`src/rtl/gray_pkg.sv`:
```
// ============================================================================
// gray_pkg: shared state encoding and Gray helper for the Gray burst generator
// Revision: 1.0
// ============================================================================
`default_nettype none

package gray_pkg;

    typedef enum logic [0:0] {
        IDLE = 1'b0,
        RUN  = 1'b1
    } gb_state_t;

    localparam int GRAY_FN_W = 32;

    function automatic logic [GRAY_FN_W-1:0] bin2gray(input logic [GRAY_FN_W-1:0] b);
        return b ^ (b >> 1);
    endfunction

endpackage

`default_nettype wire

```
`src/rtl/bin_to_gray.sv`:
```
// ============================================================================
// bin_to_gray: combinational N-bit binary to reflected Gray encoder
// Revision: 1.0
// ============================================================================
`default_nettype none

module bin_to_gray #(
    parameter int N = 4
) (
    input  logic [N-1:0] bin_i,
    output logic [N-1:0] gray_o
);

    assign gray_o = bin_i ^ (bin_i >> 1);

endmodule

`default_nettype wire

```
`src/rtl/gray_burst_gen.sv`:
```
// ============================================================================
// gray_burst_gen: streams bursts of consecutive Gray codes over valid/ready
// Revision: 1.0
// ============================================================================
`default_nettype none

module gray_burst_gen
    import gray_pkg::*;
#(
    parameter int N = 4
) (
    input  logic         clk,
    input  logic         rst_n,
    input  logic         start,
    input  logic         dir,
    input  logic [N-1:0] seed,
    input  logic [N:0]   len,
    input  logic         abort,
    output logic [N-1:0] out,
    output logic         out_valid,
    input  logic         out_ready,
    output logic         wrap,
    output logic         busy,
    output logic         done
);

    localparam logic [N:0]   C_REM_ONE = {{N{1'b0}}, 1'b1};
    localparam logic [N-1:0] C_BIN_ONE = {{(N-1){1'b0}}, 1'b1};

    gb_state_t    state_q, state_d;
    logic [N-1:0] bin_q, bin_d;
    logic [N-1:0] out_q, out_d;
    logic [N:0]   rem_q, rem_d;
    logic         dir_q, dir_d;
    logic         wrap_q, wrap_d;
    logic         done_q, done_d;

    logic         w_load;
    logic         w_xfer;
    logic         w_step_wrap;
    logic [N-1:0] w_step_bin;
    logic [N-1:0] w_enc_in;
    logic [N-1:0] w_enc_gray;

    assign w_load      = (state_q == IDLE) && start && (len != '0);
    assign w_xfer      = (state_q == RUN) && out_ready;
    assign w_step_bin  = dir_q ? (bin_q + C_BIN_ONE) : (bin_q - C_BIN_ONE);
    assign w_step_wrap = dir_q ? (bin_q == '1) : (bin_q == '0);

    // One encoder serves both the seed load and the per-transfer step.
    assign w_enc_in = w_load ? seed : w_step_bin;

    bin_to_gray #(
        .N (N)
    ) u_enc (
        .bin_i  (w_enc_in),
        .gray_o (w_enc_gray)
    );

    always_comb begin
        state_d = state_q;
        bin_d   = bin_q;
        out_d   = out_q;
        rem_d   = rem_q;
        dir_d   = dir_q;
        wrap_d  = wrap_q;
        done_d  = 1'b0;
        case (state_q)
            IDLE: begin
                if (w_load) begin
                    state_d = RUN;
                    bin_d   = seed;
                    out_d   = w_enc_gray;
                    rem_d   = len;
                    dir_d   = dir;
                    wrap_d  = 1'b0;
                end
            end
            RUN: begin
                if (w_xfer) begin
                    if (rem_q > C_REM_ONE) begin
                        bin_d  = w_step_bin;
                        out_d  = w_enc_gray;
                        rem_d  = rem_q - C_REM_ONE;
                        wrap_d = w_step_wrap;
                    end else begin
                        state_d = IDLE;
                        done_d  = !abort;
                    end
                end
                if (abort) begin
                    state_d = IDLE;
                end
            end
            default: state_d = IDLE;
        endcase
    end

    always_ff @(posedge clk) begin
        if (!rst_n) begin
            state_q <= IDLE;
            bin_q   <= '0;
            out_q   <= '0;
            rem_q   <= '0;
            dir_q   <= 1'b0;
            wrap_q  <= 1'b0;
            done_q  <= 1'b0;
        end else begin
            state_q <= state_d;
            bin_q   <= bin_d;
            out_q   <= out_d;
            rem_q   <= rem_d;
            dir_q   <= dir_d;
            wrap_q  <= wrap_d;
            done_q  <= done_d;
        end
    end

    assign out       = out_q;
    assign out_valid = (state_q == RUN);
    assign busy      = (state_q == RUN);
    assign wrap      = wrap_q;
    assign done      = done_q;

endmodule

`default_nettype wire
```
`config.mk`:
```
export PLATFORM = sky130hd
export DESIGN_NAME = gray_burst_gen
export DESIGN_NICKNAME = d
export VERILOG_FILES = /design/src/rtl/gray_pkg.sv /design/src/rtl/bin_to_gray.sv /design/src/rtl/gray_burst_gen.sv
export SDC_FILE = /design/constraint.sdc
export NUM_CORES = 1
export LEC_CHECK = 0
export BUFFER_PORTS_ARGS = -buffer_cell sky130_fd_sc_hd__buf_2
export CAP_MARGIN = 30
export CORE_MARGIN = 2
export CORE_UTILIZATION = 42
export DETAILED_ROUTE_END_ITERATION = 8
export GPL_ROUTABILITY_DRIVEN = 0
export PLACE_DENSITY_LB_ADDON = 0.05
export SYNTH_ARGS = -nofsm -noshare
export SYNTH_HDL_FRONTEND = slang
export SYNTH_SLANG_ARGS = --single-unit
```
`constraint.sdc`:
```
create_clock -name clk -period 2.27 [get_ports clk]
set_clock_uncertainty 0.1 [all_clocks]
set_input_delay 0.227 -clock clk [delete_from_list [all_inputs] [get_ports clk]]
set_output_delay 0.227 -clock clk [all_outputs]
set_load 0.005 [all_outputs]
```
; ---- After elaboration in Yosys (flattened, before gate mapping)
; Index checks and enable logic that the tools add are counted.
[op_classes]
add_sub_neg = 3
order_cmp = 1
eq_ne = 4
mux = 24
bitwise = 4
reduce_logical = 9
[ops]
columns = cell, count
row1 = 2-to-1 mux 4 bit, 8
row2 = case mux 4 bit (2 select lines), 2
row3 = 2-to-1 mux 5 bit, 3
row4 = case mux 5 bit (2 select lines), 1
row5 = 2-to-1 mux 1 bit, 8
row6 = "greater-than comparator 5 x 1 -> 1 bit, second input constant", 1
row7 = nonzero test 5 bit, 1
row8 = "subtractor 5 x 1 -> 5 bit, second input constant", 1
row9 = "adder 4 x 1 -> 4 bit, second input constant", 1
row10 = "equality test 4 bit, second input constant", 1
row11 = logical NOT 4 bit, 1
row12 = "inequality test 2 x 1 -> 1 bit, second input constant", 2
row13 = case mux 1 bit (2 select lines), 2
row14 = OR reduction 4 bit, 1
row15 = "subtractor 4 x 1 -> 4 bit, second input constant", 1
row16 = bitwise XOR 4 x 3 -> 4 bit, 1
row17 = logical AND 1 bit, 3
row18 = inverter 1 bit, 3
row19 = AND reduction 3 bit, 1
row20 = "inequality test 2 bit, second input constant", 1
row21 = AND reduction 2 bit, 1
row22 = logical NOT 1 bit, 1
[word_totals]
ff_bits = 17
in_bits = 15
output_inout_bits = 8
elab_cells = 52

; ---- Longest topological paths before layout
; Gate-level depths: netlist of run 1.
[logic_depth]
ltp_word = 8
mapped_depth = 7
depth_no_buf = 6

; ---- Modules after synthesis
; Synthesis of run 1 repeated with hierarchy kept, for this count alone.
[hier_totals]
cells_unflattened = 138
area_unflattened_um2 = 1106.1
[modules_own_cells]
columns = mod, n_inst, cells_each, area_per_inst_um2
row1 = gray_burst_gen, 1, 134, 1072.3
row2 = bin_to_gray, 1, 4, 33.8

; ---- Worst setup path after synthesis of run 1
; No wires, ideal clock.
[synth_path]
kind = register to register
from = register bin_q[0]
to = register out_q[2] (netlist: out[2])
setup_time_ps = 73
t_arrival_ps = 1556
required_ps = 2097
path_slack_ps = 541
path_stages_with_launch = 6
path_buffers = 0
period_less_slack_ps = 1729
cell_sequence = dfxtp_1 > inv_1 > fa_1 > xnor2_1 > xnor3_2 > o22ai_2
[synth_between]
elab_chain_len = 7
elab_cells_between_ends = 9
cone_classes = add/sub: 2 / mux: 6 / bitwise: 1
[synth_lines]
columns = element, line_no
row1 = "start, declared", gray_burst_gen.sv:31  ; logic [N-1:0] bin_q, bin_d;
row2 = "start signal, assigned", gray_burst_gen.sv:110  ; bin_q <= bin_d;
row3 = subtractor 4 x 1 -> 4 bit / adder 4 x 1 -> 4 bit (equally long branches), gray_burst_gen.sv:47  ; assign w_step_bin = dir_q ? (bin_q + C_BIN_ONE) : (bin_q - C_BIN_ONE);
row4 = 2-to-1 mux 4 bit *, gray_burst_gen.sv:47
row5 = 2-to-1 mux 4 bit *, gray_burst_gen.sv:51  ; assign w_enc_in = w_load ? seed : w_step_bin;
row6 = bitwise XOR 4 x 3 -> 4 bit *, bin_to_gray.sv:14  ; assign gray_o = bin_i ^ (bin_i >> 1);
row7 = 2-to-1 mux 4 bit, gray_burst_gen.sv:81  ; if (rem_q > C_REM_ONE) begin
row8 = 2-to-1 mux 4 bit, gray_burst_gen.sv:80  ; if (w_xfer) begin
row9 = case mux 4 bit (2 select lines) *, gray_burst_gen.sv:68  ; case (state_q)
row10 = "end signal, assigned", gray_burst_gen.sv:111  ; out_q <= out_d;
row11 = "end, declared", gray_burst_gen.sv:32  ; logic [N-1:0] out_q, out_d;
; Every way passes the cells marked *; elsewhere a longest branch is shown, timed or not. The select of a mux whose other input is x is not followed.
; A chain may end at the register's enable or synchronous reset.

; ---- Worst setup path in the final report of run 1
; Same ends and word-level chain as after synthesis.

==> results of run 1 <==
-- worst paths after layout --
kind / start / endpoint / depth (start not counted)
min reg2reg: out[0] / out[0] / 2
max reg2reg: bin_q[0] / out[2] / 5
min: dir / dir_q / 3
max: bin_q[0] / out[2] / 5
-- stage by stage --
step	area, um^2	utilization, %	cells	hold slack (ns)
2_1_floorplan	1080	-	127	0.206
6_report	1230	50.3	180	0.0725
3_3_place_gp	1200	48.8	175	0.321
3_5_place_dp	1200	48.8	175	0.321
5_1_grt	1230	50.3	180	0.0707
4_1_cts	1220	49.8	179	0.00252
-- layout by cell type, fill, tap and decap left out, types with 2 or more instances in the layout --
cell and count:
a211oi_1 4, ha_1 4, buf_4 3, xnor2_1 3, inv_1 8, nand3_1 3, nor3_1 4, nor2b_1 2
a21oi_1 13, a221oi_1 2, nor2_1 5, a31oi_1 3, nand2_1 13, o21ai_0 5, o211ai_1 3, o22ai_1 3
dfxtp_1 17, clkbuf_4 3, o31ai_1 2, o22ai_2 2, buf_2 22, xor2_1 4
-- registers in the layout (all words and copies together) (netlist names) --
register / flops
busy: 1
bin_q: 4
done: 1
wrap: 1
out: 4
rem_q: 5
dir_q: 1
-- layer usage --
metal  global-route usage (%)  part of all wire [%]  wire (um)  up-vias
met2                     31.5                    44       1180       25
li1                         -                     -          -      517
met5                        0                     0          0        -
met1                     27.6                    50       1340      478
met3                     3.83                   4.6        123        4
met4                     7.92                  0.93         25        0
-- cell type report --
cell class | count | area, um^2 | share of cell area, %
multi-input cells | 95 | 657 | 53.2
repair buffers | 26 | 143 | 11.6
clock buffers | 4 | 26.3 | 2.13
well taps | 30 | 37.5 | 3.04
inverters | 8 | 30.0 | 2.43
flip-flops and latches | 17 | 340 | 27.6
-- repair_timing --
item                                   CTS  global route
endpoints found under the hold margin    0             1
hold buffers                             0             1
resized for setup                        0             0
-- kinds of logic (layout without fill, tap and decap cells) --
logic type      count (synthesis)  after routing
buf+inv                        15             38
simple gates                   36             36
flops                          17             17
xor+xnor                        8              8
compound gates                 46             46
fa+ha+maj                       5              5
-- worst reg2reg max path, cell delays in order, from the launching register on --
cell     delay, ns
dfxtp_1       0.43
inv_1         0.12
fa_1          0.44
xnor2_1       0.37
xnor3_2       0.33
o22ai_2       0.11
-- power groups by stage --
stage	Clock [mW]	Combinational, mW	Sequential [mW]
floorplan	0	0.207	0.354
global placement	0	0.271	0.361
detailed placement	0	0.272	0.361
CTS	0.172	0.273	0.355
global route	0.188	0.304	0.359
finish	0.173	0.271	0.355
==> flow_summary_export.csv, run 1 <==
group,metric,value,unit
floorplan,start_util,44.1,%
timing,max-slew-margin-rel,68.8,%
synth,synth.area.mux_share,0,%
worst_setup_path,crit_path_start_kind,"flop",
timing,worst_pin_slew,0.468,ns
cells_and_area,fill_cells,258,
synth,synth_cell_types,44,
clock_tree,clk_latency,0.29,ns
global_routing,grt_max_degree,15,
timing,fmax,507,MHz
detailed_routing,dr.pass1.iters,4,
detailed_routing,drcViolationCount,0,
clock_tree,cts_buffers,3,
synth,yosysTopAreaCell,"dfxtp_1",
worst_setup_path,end_kind,"flop",
power_and_ir_drop,internal-power,522,uW
synth,ys_top_cells_by_area,"dfxtp_1 (31%), a21oi_1 (6.0%), ha_1 (4.6%)",
timing,fin_ws,0.297,ns
synth,netlist_top_cells_count,"dfxtp_1 (17), a21oi_1 (13), nand2_1 (13)",
floorplan,die_w,54.8,um
clock_tree,cts_buffer_depth,2,
clock_tree,clk_pin_slew,0.11,ns
power_and_ir_drop,power.density,648,nW/um^2
detailed_routing,antenna_left,0,
floorplan,die-area,3000,um^2
worst_setup_path,critPathSlowestCell,"fa_1",
worst_setup_path,max_stage_delay,0.44,ns
timing,fin_setup_tns,0,ns
placement,io_buffers,22,
global_routing,antenna_found_initial,0,
synth,synth-compound-area-share,29.2,%
clock_tree,cts-root-buf,"clkbuf_4",
min_path,min_path_type,"in2reg",
worst_setup_path,reg2reg_slack,0.30,ns
synth,ys_seq_area_share,31.4,%
synth,synth-xor-area-share,7.86,%
power_and_ir_drop,p_clk_share,21.7,%
detailed_routing,route.vias.total,1024,
global_routing,grt_pass1_vias,940,
timing,setup_viol,0,
timing,finalHoldViolCount,0,
worst_setup_path,crit_path_max_fanout,5,
synth,syn_inst,127,
flow_run,cap_violations,0,
synth,synthDominantCellAreaShare,31.4,%
synth,yosys.area_share.simple,17.1,%
timing,rsz0062_at_grt,"false",
floorplan,die_y,54.8,um
floorplan,core_area,2450,um^2
synth,syn_nets,147,
worst_setup_path,cp_num_buf_inv,1,
worst_setup_path,crit_family,"XOR/XNOR gates",
power_and_ir_drop,p_switching,277,uW
global_routing,grt_usage,20.4,%
cells_and_area,final_nets,171,
synth,ys_seq_elements,17,
cells_and_area,drive_gt1_share,22.7,%
clock_tree,htreeDepth,1,
detailed_routing,vias_per_cell,5.69,
synth,post_synth_instance_area,1080,um^2
power_and_ir_drop,p_seq_share,44.5,%
clock_tree,cts_tree,"yes",
synth,syn_avg_cell_area,8.52,um^2
worst_setup_path,required,2.40,ns
worst_setup_path,critPathArrivalTime,2.10,ns
clock_tree,cts_setup_buffers,0,
clock_tree,cts_sinks,17,
synth,async_flop_share,0,%
detailed_routing,wire_per_inst,14.9,um
global_routing,overflow,0,
power_and_ir_drop,ir_drop,0.284,mV
detailed_routing,drtIter0Drc,25,
synth,synth_adder_area_share,6.47,%
placement,hpwlAfterDp,2060,um
cells_and_area,area.growth.synth_to_final,14.0,%
run_status,status,"completed",
floorplan,ios,23,
power_and_ir_drop,cellLeakagePower,0.522,nW
power_and_ir_drop,total_power,799,uW
timing,finalMaxSlewViolations,0,
timing,timing.final.crit_share,86.9,%
worst_setup_path,worstPathCellList,"inv_1, fa_1, xnor2_1, xnor3_2, o22ai_2",
synth,synth_ff_type,"dfxtp_1",
synth,yosysMostFrequentCell,"dfxtp_1",
synth,synth_warnings,0,
global_routing,grt_pass1_wl,4310,um
synth,synth_top_family_by_area,"compound AO/OA/AOI/OAI gates",
power_and_ir_drop,p_comb_share,33.9,%
power_and_ir_drop,switching_share,34.7,%
detailed_routing,wl,2670,um
worst_setup_path,critPathKind,"reg2reg",
floorplan,num_rows,18,
placement,dp_slack,0.304,ns
cells_and_area,n_antenna_cell,0,
synth,synth_edf_count,0,
timing,layout_min_cycle_time,1.97,ns
Note: power is estimated with default switching activity, not from simulation.
==> run 2, diff against run 1 <==
--- a/config.mk
+++ b/config.mk
@@ -7,6 +7,7 @@
 export LEC_CHECK = 0
 export BUFFER_PORTS_ARGS = -buffer_cell sky130_fd_sc_hd__buf_2
 export CAP_MARGIN = 30
+export CORE_ASPECT_RATIO = 0.75
 export CORE_MARGIN = 2
 export CORE_UTILIZATION = 42
 export DETAILED_ROUTE_END_ITERATION = 8
==> run 2 against run 1 <==
Cell area up 0.51%. Utilization rose by 2.2 points. Wire length up 3.4%. Maximum frequency decreased by 0.17%. Via count down 1.9%. Sequential cell count is the same. Sequential power about the same.
==> flow_summary_export.csv, run 2 (synthesis results as in run 1) <==
group,metric,value,unit
detailed_routing,wl,2770,um
cells_and_area,utilization,52.4,%
power_and_ir_drop,p_clk_share,21.2,%
clock_tree,cts-root-buf,"clkbuf_4",
clock_tree,cts_buffers,3,
global_routing,grt_usage,20.6,%
timing,rsz0062_at_grt,"false",
worst_setup_path,critPathSlowestCell,"fa_1",
worst_setup_path,crit_path_start_kind,"flop",
worst_setup_path,critPathArrivalTime,2.11,ns
power_and_ir_drop,p_seq_share,43.8,%
worst_setup_path,worstPathCellList,"inv_1, fa_1, xnor2_1, xnor2_1, nand2_1, a31oi_1",
global_routing,use_met2,29.0,%
floorplan,num_rows,15,
min_path,min_path_type,"in2reg",
worst_setup_path,crit_family,"XOR/XNOR gates",
cells_and_area,drive_gt1_share,23.3,%
detailed_routing,route.vias.total,1005,
global_routing,met1_usage,30.5,%
power_and_ir_drop,switching_share,35.3,%
timing,finalHoldViolCount,0,
power_and_ir_drop,p_switching,286,uW
floorplan,core_area,2360,um^2
flow_run,cap_violations,0,
global_routing,grt_pass1_vias,887,
cells_and_area,seqCellArea,340,um^2
power_and_ir_drop,internal-power,523,uW
timing,setup_viol,0,
timing,fin_setup_tns,0,ns
clock_tree,cts_tree,"yes",
cells_and_area,final_common_cell,"buf_2",
global_routing,antenna_found_initial,0,
run_status,status,"completed",
timing,max-slew-margin-rel,70.3,%
timing,timing.final.crit_share,87.1,%
cells_and_area,fill_cells,253,
worst_setup_path,cp_num_buf_inv,1,
clock_tree,clk_latency,0.30,ns
detailed_routing,wire_per_inst,15.0,um
floorplan,ios,23,
global_routing,overflow,0,
clock_tree,cts_sinks,17,
worst_setup_path,required,2.40,ns
power_and_ir_drop,cellLeakagePower,0.524,nW
global_routing,grt_max_degree,15,
detailed_routing,vias_per_cell,5.46,
timing,finalMaxSlewViolations,0,
placement,io_buffers,22,
cells_and_area,area.growth.synth_to_final,14.6,%
detailed_routing,dr.pass1.iters,4,
floorplan,die-area,3000,um^2
clock_tree,cts_resized,0,
worst_setup_path,critPathKind,"reg2reg",
detailed_routing,drcViolationCount,0,
clock_tree,cts_buffer_depth,2,
power_and_ir_drop,ir_drop,0.366,mV
cells_and_area,n_antenna_cell,0,
timing,worst_pin_slew,0.445,ns
worst_setup_path,crit_path_max_fanout,5,
timing,fmax,506,MHz
floorplan,die_w,62.6,um
detailed_routing,drtIter0Drc,59,
worst_setup_path,end_kind,"flop",
timing,layout_min_cycle_time,1.98,ns
detailed_routing,antenna_left,0,
clock_tree,clk_pin_slew,0.10,ns
power_and_ir_drop,p_comb_share,35.0,%
global_routing,grt_pass1_wl,4560,um
power_and_ir_drop,power.density,653,nW/um^2
worst_setup_path,max_stage_delay,0.46,ns
global_routing,use_met3,5.88,%
clock_tree,htreeDepth,1,
cells_and_area,final_cell_mix,"buf_2 (22), dfxtp_1 (17), nand2_1 (13), a21oi_1 (13), inv_1 (8)",
global_routing,grt_busiest_layer,"met1",
cells_and_area,final_nets,171,
floorplan,start_util,45.8,%
cells_and_area,largest_register_ff_count,5,
cells_and_area,top_register,"rem_q",
cells_and_area,multi_input_area,657,um^2
floorplan,die_y,48.0,um
worst_setup_path,cpMostUsedCell,"xnor2_1",
placement,hpwlAfterDp,2050,um
## run 2: cell count changes in the layout (fill, tap and decap cells not counted)
cell / before / now
clkinv_2: 0 / 1
clkbuf_1: 1 / 0
## run 2: final timing paths
kind,slack [ns],cells after the start,end,start
setup / recovery,0.29,6,out[1],bin_q[0]
hold / removal,0.05,3,dir_q,dir
setup reg to reg,0.29,6,out[1],bin_q[0]
hold reg to reg,0.38,2,wrap,wrap
## run 2: layer usage
| layer | wire [um] | vias to the layer above |
|---|---|---|
| li1 | - | 515 |
| met1 | 1400 | 439 |
| met2 | 1120 | 46 |
| met3 | 211 | 5 |
| met4 | 31 | 0 |
| met5 | 0 | - |
## run 2: final cells by class
cell class	instances	area share [%]
Multi-Input combinational cell	95	53.0
Sequential cell	17	27.4
Timing Repair Buffer	26	11.5
Tap cell	34	3.43
Inverter	8	2.42
Clock buffer	3	1.82
Clock inverter	1	0.404
## run 2: repair_timing
action / CTS / global route
setup buffers: 0 / 0
hold buffers: 1 / 0
setup endpoints to repair: 0 / 0
endpoints found under the hold margin: 1 / 0
## run 2: through the flow
step | area, um^2 | power [mW] | hold slack (ns) | instances | setup WS, ns
after global routing | 1240 | 0.866 | 0.0744 | 184 | 0.160
final | 1240 | 0.809 | 0.0541 | 184 | 0.293
after floorplan | 1080 | 0.561 | 0.206 | 127 | 0.541
after CTS | 1240 | 0.815 | 0.0420 | 184 | 0.272
after detailed placement | 1200 | 0.640 | 0.317 | 179 | 0.287
after global placement | 1200 | 0.635 | 0.313 | 179 | 0.371
## run 2: worst register-to-register path, stage by stage, from the launching register on
cell and delay (ns):
dfxtp_1 0.41, inv_1 0.12, fa_1 0.46, xnor2_1 0.38, xnor2_1 0.19, nand2_1 0.07, a31oi_1 0.17
## run 2: power by group through the flow
stage                     clock (mW)  sequential (mW)  combinational, mW
final                          0.172            0.354              0.283
after global routing           0.191            0.360              0.315
after CTS                      0.179            0.354              0.282
after detailed placement           0            0.361              0.279
after global placement             0            0.361              0.274
after floorplan                    0            0.354              0.207
==> run 3, diff against run 2 <==
--- a/config.mk
+++ b/config.mk
@@ -5,6 +5,7 @@
 export SDC_FILE = /design/constraint.sdc
 export NUM_CORES = 1
 export LEC_CHECK = 0
+export ABC_AREA = 1
 export BUFFER_PORTS_ARGS = -buffer_cell sky130_fd_sc_hd__buf_2
 export CAP_MARGIN = 30
 export CORE_ASPECT_RATIO = 0.75
==> run 3 against run 2 <==
Maximum frequency up 3.3%. First-iteration DRC count up 20%. Cell area up 1.2%. Cell count up 27%. Combinational power up 15%. Total power up 5.5%. Synthesized cell count up 38%. Clock power down 5%. Clock-buffer cell count unchanged. Die area up 1.9%. Worst hold slack better by 0.063 ns.
==> flow_summary_export.csv, run 3 <==
group,metric,value,unit
run_status,status,"completed",
worst_setup_path,reg2reg_slack,0.36,ns
synth,syn_inst,175,
placement,dp_slack,0.402,ns
worst_setup_path,crit_path_max_fanout,5,
cells_and_area,top_register,"rem_q",
power_and_ir_drop,cellLeakagePower,0.674,nW
timing,max-slew-margin-rel,68.9,%
detailed_routing,vias_per_cell,4.66,
synth,synth_edf_count,0,
detailed_routing,wire_per_inst,10.7,um
synth,synthDominantCellAreaShare,30.8,%
placement,placed_cell_area,1220,um^2
cells_and_area,area.growth.synth_to_final,13.6,%
timing,finalMaxSlewViolations,0,
timing,rsz0062_at_grt,"false",
worst_setup_path,end_kind,"flop",
synth,post_synth_instance_area,1100,um^2
synth,async_flop_share,0,%
global_routing,grt_usage,17.9,%
placement,hpwlAfterDp,1920,um
power_and_ir_drop,ir_drop,0.375,mV
worst_setup_path,regToRegEndpoint,"out[1]",
clock_tree,cts_tree,"yes",
worst_setup_path,r2r_cells,10,
global_routing,antenna_found_initial,0,
synth,ys_seq_elements,17,
cells_and_area,largest_register_ff_count,5,
synth,yosysTopAreaCell,"dfxtp_1",
floorplan,num_rows,16,
clock_tree,cts_buffers,3,
floorplan,die-area,3060,um^2
timing,fmax,523,MHz
synth,synth_warnings,0,
flow_run,cap_violations,0,
worst_setup_path,crit_end,"out[1]",
clock_tree,cts-root-buf,"clkbuf_4",
clock_tree,clk_latency,0.29,ns
floorplan,die_w,63.2,um
clock_tree,clk_pin_slew,0.11,ns
clock_tree,htreeDepth,1,
synth,syn_nets,195,
synth,syn_avg_cell_area,6.31,um^2
detailed_routing,route.vias.total,1086,
global_routing,overflow,0,
placement,io_buffers,22,
detailed_routing,drtIter0Drc,71,
cells_and_area,final_cell_area,1250,um^2
floorplan,core_area,2560,um^2
cells_and_area,final_cell_mix,"nand2_1 (60), buf_2 (22), inv_1 (21), dfxtp_1 (17), nor2_1 (16)",
cells_and_area,drive_gt1_share,17.3,%
synth,ys_seq_area_share,30.8,%
detailed_routing,antenna_left,0,
synth,yosysMostFrequentCell,"nand2_1",
clock_tree,cts_sinks,17,
cells_and_area,utilization,49.0,%
worst_setup_path,required,2.34,ns
worst_setup_path,r2r_start,"bin_q[0]",
synth,synth_cell_types,25,
cells_and_area,n_antenna_cell,0,
floorplan,ios,23,
worst_setup_path,crit_path_start_kind,"flop",
power_and_ir_drop,total_power,854,uW
timing,fin_ws,0.357,ns
worst_setup_path,crit_start,"bin_q[0]",
detailed_routing,dr.pass1.iters,5,
clock_tree,cts_hold_buf,1,
timing,finalHoldViolCount,0,
global_routing,grt_pass1_vias,926,
global_routing,grt_pass1_wl,4270,um
worst_setup_path,critPathKind,"reg2reg",
min_path,min_path_type,"in2reg",
cells_and_area,final_nets,218,
cells_and_area,final_common_cell,"nand2_1",
synth,netlist_top_cells_count,"nand2_1 (60), inv_1 (21), dfxtp_1 (17)",
floorplan,start_util,43.1,%
clock_tree,cts_setup_buffers,0,
timing,setup_viol,0,
synth,ys_top_cells_by_area,"dfxtp_1 (31%), nand2_1 (20%), inv_1 (7.1%)",
detailed_routing,wl,2490,um
global_routing,grt_max_degree,15,
timing,timing.final.crit_share,84.3,%
worst_setup_path,critPathArrivalTime,1.98,ns
synth,synth_ff_type,"dfxtp_1",
floorplan,die_y,48.4,um
clock_tree,cts_resized,0,
clock_tree,cts_buffer_depth,2,
detailed_routing,drcViolationCount,0,
timing,fin_setup_tns,0,ns
timing,worst_pin_slew,0.466,ns
power_and_ir_drop,power.density,680,nW/um^2
timing,layout_min_cycle_time,1.91,ns
run 3: how the worst min path moves through the flow:
stage | from | endpoint | slack (ns) | cells past startpoint
CTS | dir | dir_q | 0.1 | 3
global route | dir | dir_q | 0.11 | 3
detailed placement | abort | done | 0.32 | 2
finish | dir | dir_q | 0.12 | 3
floorplan | abort | done | 0.21 | 1
global placement | abort | done | 0.31 | 2
run 3: per-stage QoR:
step | std cells | hold slack [ns]
global route | 233 | 0.111
floorplan | 175 | 0.206
detailed placement | 228 | 0.316
global placement | 228 | 0.313
finish | 233 | 0.117
CTS | 233 | 0.0991
run 3: power breakdown:
| group | internal [mW] | switching (mW) | leakage (nW) |
|---|---|---|---|
| sequential | 0.336 | 0.0286 | 0.141 |
| combinational | 0.126 | 0.200 | 0.516 |
| clock | 0.0655 | 0.0985 | 0.0177 |
run 3: final cells by class:
cell class | instances | area, um^2
Clock buffer | 3 | 22.5
Inverter | 24 | 90.1
Tap cell | 36 | 45.0
Fill cell | 285 | 1310
Timing Repair Buffer | 24 | 128
Multi-Input combinational cell | 128 | 624
Clock inverter | 1 | 5.00
Sequential cell | 17 | 340
run 3: cell families (layout without fill, tap and decap cells):
logic type	count (synthesis)	in the layout	synth area share, %
AO/OA/AOI/OAI	31	31	15.7
adder cells (fa/ha/maj)	5	5	6.34
buffers and inverters	30	52	12.7
XOR/XNOR	2	2	1.59
flip-flops	17	17	30.8
AND/OR/NAND/NOR	90	90	32.8
run 3: metal layers:
layer  track usage (%)  wire, um  vias up  part of all wire [%]
met5                 0         0        -                     0
met4              3.62        13        0                  0.52
met3              6.51       146        2                   5.9
met2              25.5       975       28                    39
met1              25.9      1350      464                    54
li1                  -         -      592                     -
run 3: critical path, cell delays in order (launching register included):
cell	delay (ns)
dfxtp_1	0.42
inv_1	0.13
fa_1	0.45
xor2_1	0.23
inv_1	0.06
nand2_1	0.06
nand2_1	0.08
inv_1	0.07
nand2_1	0.05
nand2_1	0.07
a21oi_1	0.06
